[config.mk]
export PLATFORM = sky130hd
export DESIGN_NAME = ma_stage_ctrl_flat
export DESIGN_NICKNAME = d
export VERILOG_FILES = /design/src/rtl/ma_stage_ctrl_if.sv /design/src/rtl/ma_stage_ctrl.sv /design/src/flat_wrapper.sv
export SDC_FILE = /design/constraint.sdc
export NUM_CORES = 1
export LEC_CHECK = 0
export BUFFER_PORTS_ARGS = -buffer_cell sky130_fd_sc_hd__buf_4
export CORE_AREA = 4 4 154 156
export CTS_BUF_LIST = sky130_fd_sc_hd__clkbuf_8
export DETAILED_ROUTE_END_ITERATION = 16
export DIE_AREA = 0 0 158 160
export PLACE_DENSITY_LB_ADDON = 0.3
export SLEW_MARGIN = 20
export SYNTH_ARGS = -nofsm -noshare
export SYNTH_HDL_FRONTEND = slang
export SYNTH_SLANG_ARGS = --single-unit
export TNS_END_PERCENT = 30
[constraint.sdc]
create_clock -name clk -period 1.6 [get_ports clk]
set_input_delay 0.08 -clock clk [delete_from_list [all_inputs] [get_ports clk]]
set_output_delay 0.08 -clock clk [all_outputs]
set_load 0.05 [all_outputs]
[src/rtl/ma_stage_ctrl_if.sv]
// ma_stage_ctrl_if
// Data-memory request/acknowledge bundle between the memory-access stage
// controller (master) and the data memory (slave).
//   dmem_req   : access request, held until dmem_ack
//   dmem_we    : 1 = write, 0 = read
//   dmem_addr  : byte address
//   dmem_wdata : store data
//   dmem_ack   : one-cycle completion pulse from memory
//   dmem_rdata : load data, valid while dmem_ack = 1
interface ma_stage_ctrl_if;
    logic        dmem_req;
    logic        dmem_we;
    logic [31:0] dmem_addr;
    logic [31:0] dmem_wdata;
    logic        dmem_ack;
    logic [31:0] dmem_rdata;

    modport master (
        output dmem_req, dmem_we, dmem_addr, dmem_wdata,
        input  dmem_ack, dmem_rdata
    );

    modport slave (
        input  dmem_req, dmem_we, dmem_addr, dmem_wdata,
        output dmem_ack, dmem_rdata
    );
endinterface

[src/rtl/ma_stage_ctrl.sv]
// ma_stage_ctrl
// Memory-access stage controller. Drives the data-memory handshake from the
// EX/MA register, stalls the pipeline until the memory acknowledges, resolves
// branch/jump redirects and registers the MA/WB pipeline outputs.
//
// Optional build macro: MA_TIMEOUT_EN enables a watchdog that aborts a BUSY
// access after TIMEOUT_CYCLES cycles and sets the sticky bus_err_o flag.
//
// Ports:
//   clk, rst                 clock, synchronous active-high reset
//   pc_jM, pc_iM, zfM        jump target, branch target, ALU zero flag
//   ALUOutM, RtM, inst_m     address / ALU result, store data, instruction
//   WB_M [reg_write, mem_to_reg, link], MA_M [mem_read, mem_write, branch, jump]
//   dmem                     data-memory handshake (master side)
//   stall_o, pcsrc_o, pc_target_o, flush_o   pipeline control to fetch/hazard
//   ReadDataW, ALUOutW, inst_w, WB_W          MA/WB register
//   bus_err_o                sticky access-timeout flag
//
// state | meaning
// IDLE  | no access outstanding; request driven straight from EX/MA
// BUSY  | access outstanding; latched address/data driven until ack
module ma_stage_ctrl #(
    parameter int unsigned TIMEOUT_CYCLES = 16
) (
    input  logic                  clk,
    input  logic                  rst,
    input  logic [31:0]           pc_jM,
    input  logic [31:0]           pc_iM,
    input  logic                  zfM,
    input  logic [31:0]           ALUOutM,
    input  logic [31:0]           RtM,
    input  logic [31:0]           inst_m,
    input  logic [2:0]            WB_M,
    input  logic [3:0]            MA_M,
    ma_stage_ctrl_if.master       dmem,
    output logic                  stall_o,
    output logic                  pcsrc_o,
    output logic [31:0]           pc_target_o,
    output logic                  flush_o,
    output logic [31:0]           ReadDataW,
    output logic [31:0]           ALUOutW,
    output logic [31:0]           inst_w,
    output logic [2:0]            WB_W,
    output logic                  bus_err_o
);

    typedef enum logic {IDLE, BUSY} state_t;

    state_t      state, state_nxt;
    logic        memop;
    logic        is_load;
    logic        timeout;
    logic [31:0] addr_q;
    logic [31:0] wdata_q;
    logic        we_q;

    assign memop   = MA_M[0] | MA_M[1];
    // A combined read+write is a write, so only a pure read returns data.
    assign is_load = MA_M[0] & ~MA_M[1];

    // A watchdog abort completes the instruction exactly like an ack.
    assign stall_o     = memop & ~dmem.dmem_ack & ~timeout;
    assign pcsrc_o     = (MA_M[2] & zfM) | MA_M[3];
    assign pc_target_o = MA_M[3] ? pc_jM : pc_iM;
    // EX/MA is held while stalled, so the redirect waits for completion.
    assign flush_o     = pcsrc_o & ~stall_o;

    always_ff @(posedge clk) begin
        if (rst) begin
            state <= IDLE;
        end else begin
            state <= state_nxt;
        end
    end

    always_comb begin
        state_nxt       = state;
        dmem.dmem_req   = 1'b0;
        dmem.dmem_we    = 1'b0;
        dmem.dmem_addr  = 32'h0;
        dmem.dmem_wdata = 32'h0;
        case (state)
            IDLE: begin
                dmem.dmem_req   = memop;
                dmem.dmem_we    = MA_M[1];
                dmem.dmem_addr  = ALUOutM;
                dmem.dmem_wdata = RtM;
                if (memop && !dmem.dmem_ack) begin
                    state_nxt = BUSY;
                end
            end
            BUSY: begin
                dmem.dmem_req   = 1'b1;
                dmem.dmem_we    = we_q;
                dmem.dmem_addr  = addr_q;
                dmem.dmem_wdata = wdata_q;
                if (dmem.dmem_ack || timeout) begin
                    state_nxt = IDLE;
                end
            end
            default: state_nxt = IDLE;
        endcase
    end

    // Capture the request on entry to BUSY so it stays stable until ack.
    always_ff @(posedge clk) begin
        if (rst) begin
            addr_q  <= 32'h0;
            wdata_q <= 32'h0;
            we_q    <= 1'b0;
        end else if (state == IDLE && state_nxt == BUSY) begin
            addr_q  <= ALUOutM;
            wdata_q <= RtM;
            we_q    <= MA_M[1];
        end
    end

    always_ff @(posedge clk) begin
        if (rst) begin
            ReadDataW <= 32'h0;
            ALUOutW   <= 32'h0;
            inst_w    <= 32'h0;
            WB_W      <= 3'b000;
        end else if (!stall_o) begin
            if (is_load) begin
                ReadDataW <= timeout ? 32'h0 : dmem.dmem_rdata;
            end
            ALUOutW <= ALUOutM;
            inst_w  <= inst_m;
            WB_W    <= WB_M;
        end else begin
            inst_w <= 32'h0;
            WB_W   <= 3'b000;
        end
    end

`ifdef MA_TIMEOUT_EN
    localparam int unsigned CW = (TIMEOUT_CYCLES < 2) ? 1 : $clog2(TIMEOUT_CYCLES);

    logic [CW-1:0] to_cnt;
    logic          bus_err_q;

    assign timeout   = (state == BUSY) && !dmem.dmem_ack &&
                       (to_cnt == CW'(TIMEOUT_CYCLES - 1));
    assign bus_err_o = bus_err_q;

    always_ff @(posedge clk) begin
        if (rst) begin
            to_cnt    <= '0;
            bus_err_q <= 1'b0;
        end else begin
            if (state == BUSY && state_nxt == BUSY) begin
                to_cnt <= to_cnt + CW'(1);
            end else begin
                to_cnt <= '0;
            end
            if (timeout) begin
                bus_err_q <= 1'b1;
            end
        end
    end
`else
    // Watchdog absent: never fires. The parameter is referenced so both
    // builds share one parameter list without an unused-parameter warning.
    assign timeout   = 1'b0 & (TIMEOUT_CYCLES == 0);
    assign bus_err_o = 1'b0;
`endif

endmodule
[src/flat_wrapper.sv]
// flat-port wrapper written by rule: the top's interface ports become plain ports
module ma_stage_ctrl_flat 
#(
    parameter int unsigned TIMEOUT_CYCLES = 16
)
  (clk, rst, pc_jM, pc_iM, zfM, ALUOutM, RtM, inst_m, WB_M, MA_M, stall_o, pcsrc_o, pc_target_o, flush_o, ReadDataW, ALUOutW, inst_w, WB_W, bus_err_o, dmem_dmem_req, dmem_dmem_we, dmem_dmem_addr, dmem_dmem_wdata, dmem_dmem_ack, dmem_dmem_rdata);
  ma_stage_ctrl_if dmem_i ();
  input  logic clk;
  input  logic rst;
  input  logic [31:0] pc_jM;
  input  logic [31:0] pc_iM;
  input  logic zfM;
  input  logic [31:0] ALUOutM;
  input  logic [31:0] RtM;
  input  logic [31:0] inst_m;
  input  logic [2:0] WB_M;
  input  logic [3:0] MA_M;
  output logic stall_o;
  output logic pcsrc_o;
  output logic [31:0] pc_target_o;
  output logic flush_o;
  output logic [31:0] ReadDataW;
  output logic [31:0] ALUOutW;
  output logic [31:0] inst_w;
  output logic [2:0] WB_W;
  output logic bus_err_o;
  output wire logic [$bits(dmem_i.dmem_req)-1:0] dmem_dmem_req;
  output wire logic [$bits(dmem_i.dmem_we)-1:0] dmem_dmem_we;
  output wire logic [$bits(dmem_i.dmem_addr)-1:0] dmem_dmem_addr;
  output wire logic [$bits(dmem_i.dmem_wdata)-1:0] dmem_dmem_wdata;
  input wire logic [$bits(dmem_i.dmem_ack)-1:0] dmem_dmem_ack;
  input wire logic [$bits(dmem_i.dmem_rdata)-1:0] dmem_dmem_rdata;
  assign dmem_dmem_req = dmem_i.dmem_req;
  assign dmem_dmem_we = dmem_i.dmem_we;
  assign dmem_dmem_addr = dmem_i.dmem_addr;
  assign dmem_dmem_wdata = dmem_i.dmem_wdata;
  assign dmem_i.dmem_ack = dmem_dmem_ack;
  assign dmem_i.dmem_rdata = dmem_dmem_rdata;
  ma_stage_ctrl #(.TIMEOUT_CYCLES(TIMEOUT_CYCLES)) u_core (.clk(clk), .rst(rst), .pc_jM(pc_jM), .pc_iM(pc_iM), .zfM(zfM), .ALUOutM(ALUOutM), .RtM(RtM), .inst_m(inst_m), .WB_M(WB_M), .MA_M(MA_M), .dmem(dmem_i), .stall_o(stall_o), .pcsrc_o(pcsrc_o), .pc_target_o(pc_target_o), .flush_o(flush_o), .ReadDataW(ReadDataW), .ALUOutW(ALUOutW), .inst_w(inst_w), .WB_W(WB_W), .bus_err_o(bus_err_o));
endmodule
* Yosys cells after proc, flatten, opt, wreduce, memory -nomap -nowiden *
Cells that the tools add are included.
W data, S select, Z words.

word-level totals
  word-level logic and storage cells = 31
  output and inout bits = 201
  register bits = 165

operators by class
  bitwise gates (word level) = 10
  mux-type cells = 8
  reductions and logical operators = 5

operators by type and width
  operator             count
  $pmux W32 S2         2
  $mux W32             1
  $pmux W1 S2          3
  $and A1 B1 Y1        4
  $not A1 Y1           4
  $logic_and A1 B1 Y1  2
  $mux W1              2
  $or A1 B1 Y1         2
  $reduce_and A2 Y1    1
  $reduce_or A2 Y1     1
  $logic_not A1 Y1     1

* Logic depth before layout (Yosys ltp) *
  depth after elaboration = 5
  gate-level depth with buffers = 6
  mapped depth without buffers = 4

* Least setup slack after synthesis *
No wires, ideal clock.

  path kind = reg2reg
  start = register u_core.state
  end = register u_core.state
  library setup time = 0.130 ns
  arrival time = 1.288 ns
  stages on the path, launching flop included = 4
  slack = 0.181 ns
  period minus slack after synthesis = 1.419 ns
  path through = dfxtp_1 -> buf_2 -> or3_1 -> nor3b_1

on the way
  longest elaborated chain between the ends = 2

RTL lines
  what                    line                 source
  start, declared         ma_stage_ctrl.sv:49  state_t state, state_nxt;
  start signal, assigned  ma_stage_ctrl.sv:72  state <= state_nxt;
  $not A1 Y1              --
  $pmux W1 S2 (*)         ma_stage_ctrl.sv:82  case (state)

Mark *: on every way between the ends. The rest lies on a longest branch, timed or not.
A chain may end at the register's enable or synchronous reset.

* Worst setup path after layout *
  start = register u_core.state
  end = output dmem_dmem_wdata[0]

on the way
  longest elaborated chain between the ends = 2

RTL lines
  what              line                 source
  $not A1 Y1        --
  $pmux W32 S2 (*)  ma_stage_ctrl.sv:82
  end, declared     flat_wrapper.sv:30   output wire logic [$bits(dmem_i.dmem_wdata)-1:0] dmem_dmem_wdata;

Marked as above.

==> impl_metrics.json <==
{
  "end_kind": "output pin",
  "initialDrtViolationCount": 346,
  "path_clk_slew_ns": 0.10,
  "netlist_area_um2": 7007,
  "synth_area_leaders": "dfxtp_1, mux2_2, a21oi_1",
  "grt_pass1_wl_um": 40390,
  "ir_drop_mv": 0.6185,
  "start_kind": "flip-flop",
  "crit_required_ns": 1.52,
  "violations": "setup timing",
  "wl_per_cell_um": 17.46,
  "firstDrtPassIters": 6,
  "ys.flop_type": "dfxtp_1",
  "rrSetupSlack_ns": 0.13,
  "leakage_nw": 5.703,
  "ys_types": 21,
  "dr_total_vias": 7653,
  "ys_seq_area_share_pct": 47.14,
  "final_layout_size_suffix_gt1_share_pct": 44.54,
  "layout.nets": 1499,
  "boundaryPins": 404,
  "fillers": 1890,
  "clk_path_buf_depth": 2,
  "ant_nets": 0,
  "cts_root_buffer": "clkbuf_8",
  "hp-class": "input pin to flip-flop",
  "grt_overflow_total": 0,
  "fin_worst_skew_ns": 0.01093,
  "rsz0062_at_grt": "true",
  "area_growth_pct": 85.13,
  "grt_use_total_pct": 19.92,
  "antenna_cells": 0,
  "worst-path-max-fanout": 7,
  "dp_hpwl_um": 17510,
  "cts_tree": "yes",
  "setup_viol": 66,
  "setup_slack_ns": -0.1410,
  "viasPerCell": 4.801,
  "cts_made_buffers": 17,
  "post-route-period-util_pct": 108.8,
  "synth_edf_count": 0,
  "dieArea_um2": 25280,
  "maxCapViolCount": 0,
  "ys_warn_count": 0,
  "cp_slowest_stage_delay_ns": 0.41,
  "syn_avg_cell_area_um2": 9.147,
  "dp_cells": 1405,
  "slew_violations": 0,
  "antenna_found_initial": 0,
  "cp.arrival_ns": 1.66,
  "syn-num-nets": 969,
  "rows": 55,
  "htreeDepth": 4,
  "cellPowerDensity_nw_per_um2": 866.2,
  "clkSinkCount": 165,
  "synth_top_area_share_pct": 47.14,
  "crit_slowest_cell": "dfxtp_4",
  "hold_viol": 0,
  "synth.ff_latch_count": 165,
  "critical_path_class": "flip-flop to output pin",
  "route.detailed.drc": 0,
  "yosysMostFrequentCell": "dfxtp_1",
  "start_util_pct": 31.33,
  "final_cells": 1594,
  "fp.dieW_um": 158,
  "outcome": "complete, but fails checks",
  "fmax_mhz": 574.4,
  "coreArea_um2": 22370,
  "path_cells": "buf_12 > clkbuf_16 > mux2_4 > buf_8",
  "fp.dieH_um": 160,
  "first_global_vias": 7453,
  "synthTopCellsByCount": "dfxtp_1, a21oi_1, nand2_1",
  "pre_cts_slack_ns": 0.1683,
  "io_buffer_count": 402,
  "globalplace.congestion": 0.8368,
  "synth_top_area_cell": "dfxtp_1",
  "wirelength_um": 27820,
  "fin_crit_ns": 1.741,
  "synth_cells": 766,
  "grt_max_degree": 73,
  "async_flop_share_pct": 0,
  "worstSkewPairLatency_ns": 0.46
}
area by class of cell:
type	instances	area (um^2)	share of cell area, %
clock buffers	17	234.0	1.804
inverters	1	6.256	0.04823
repair buffers	582	5394	41.58
well taps	285	356.6	2.749
flip-flops and latches	165	3307	25.49
multi-input cells	529	3480	26.83
clock inverters	15	193.9	1.495
metal layers:
metal	GRT usage, %	part of all wire [%]	vias up	wire length [um]
met5	0	0	-	0
met1	25.31	40	3595	11170
li1	-	-	3680	-
met4	7.212	3.0	0	826
met2	32.82	50	319	13850
met3	4.743	7.1	59	1972
flip-flops by register name (all words and copies together) (netlist names):
register	cells
u_core.wdata_q	32
u_core.addr_q	32
u_core.ALUOutW	32
u_core.WB_W	3
u_core.ReadDataW	32
u_core.we_q	1
u_core.state	1
u_core.inst_w	32
repair_timing:
action	in CTS	in global routing
gates cloned	3	5
hold buffers	133	0
buffers inserted	9	7
endpoints found under the setup margin	66	66
resized for setup	84	74
hold endpoints to repair	165	0
cells in the final DEF, fill, tap and decap left out:
cell type,n
buf_4,361
dfxtp_1,164
dlygate4sd3_1,133
nand2_1,129
a21oi_1,129
nand3b_1,65
o21ai_0,65
mux2_2,58
buf_8,40
mux2_4,39
and2_1,36
buf_6,31
clkbuf_8,17
buf_12,8
clkinv_8,5
inv_8,4
buf_16,4
clkbuf_16,4
clkinv_4,2
inv_6,2
inv_12,2
o21bai_4,1
inv_4,1
a21o_1,1
or3_4,1
nor2_4,1
and3b_1,1
nor2_1,1
nor3b_1,1
conb_1,1
bufbuf_16,1
dfxtp_4,1
critical path: cells and delay by family, from the launching register on:
family	cells	cell delay (ns)
flops	1	0.41
mux	1	0.31
buf+inv	3	0.48
power breakdown:
group	internal (mW)	leakage, nW	switching, mW
logic	1.62	4.13	2.05
clock network	1.23	0.213	1.90
registers	4.32	1.36	0.107
path summary, 6_finish.rpt:
path | startpoint | to | depth (start not counted)
worst max-delay path | u_core.state | dmem_dmem_wdata[0] | 4
worst min-delay path | MA_M[0] | u_core.state | 3
worst max register to register | u_core.state | u_core.addr_q[14] | 6
worst min register to register | u_core.ALUOutW[25] | u_core.ALUOutW[25] | 2
cells by family after synthesis:
logic type | share of synthesized area [%]
and+or+nand+nor | 17.63
muxes | 15.59
buffers and inverters | 5.357
DFF | 47.14
AOI/OAI and AO/OA | 14.23
other | 0.05352
through the flow:
step	utilization (%)	instance area, um^2	hold slack (ns)	total power [mW]	TNS [ns]
floorplan	-	7007	0.1561	6.391	0
global placement	45.95	10280	0.2759	7.493	0
detailed placement	45.95	10280	0.2738	7.514	0
CTS	56.02	12530	0.02039	11.15	-11.31
global route	58.00	12970	0.09346	11.72	-11.71
finish	58.00	12970	0.06501	11.24	-7.256
Power figures use the tool's default switching activity.
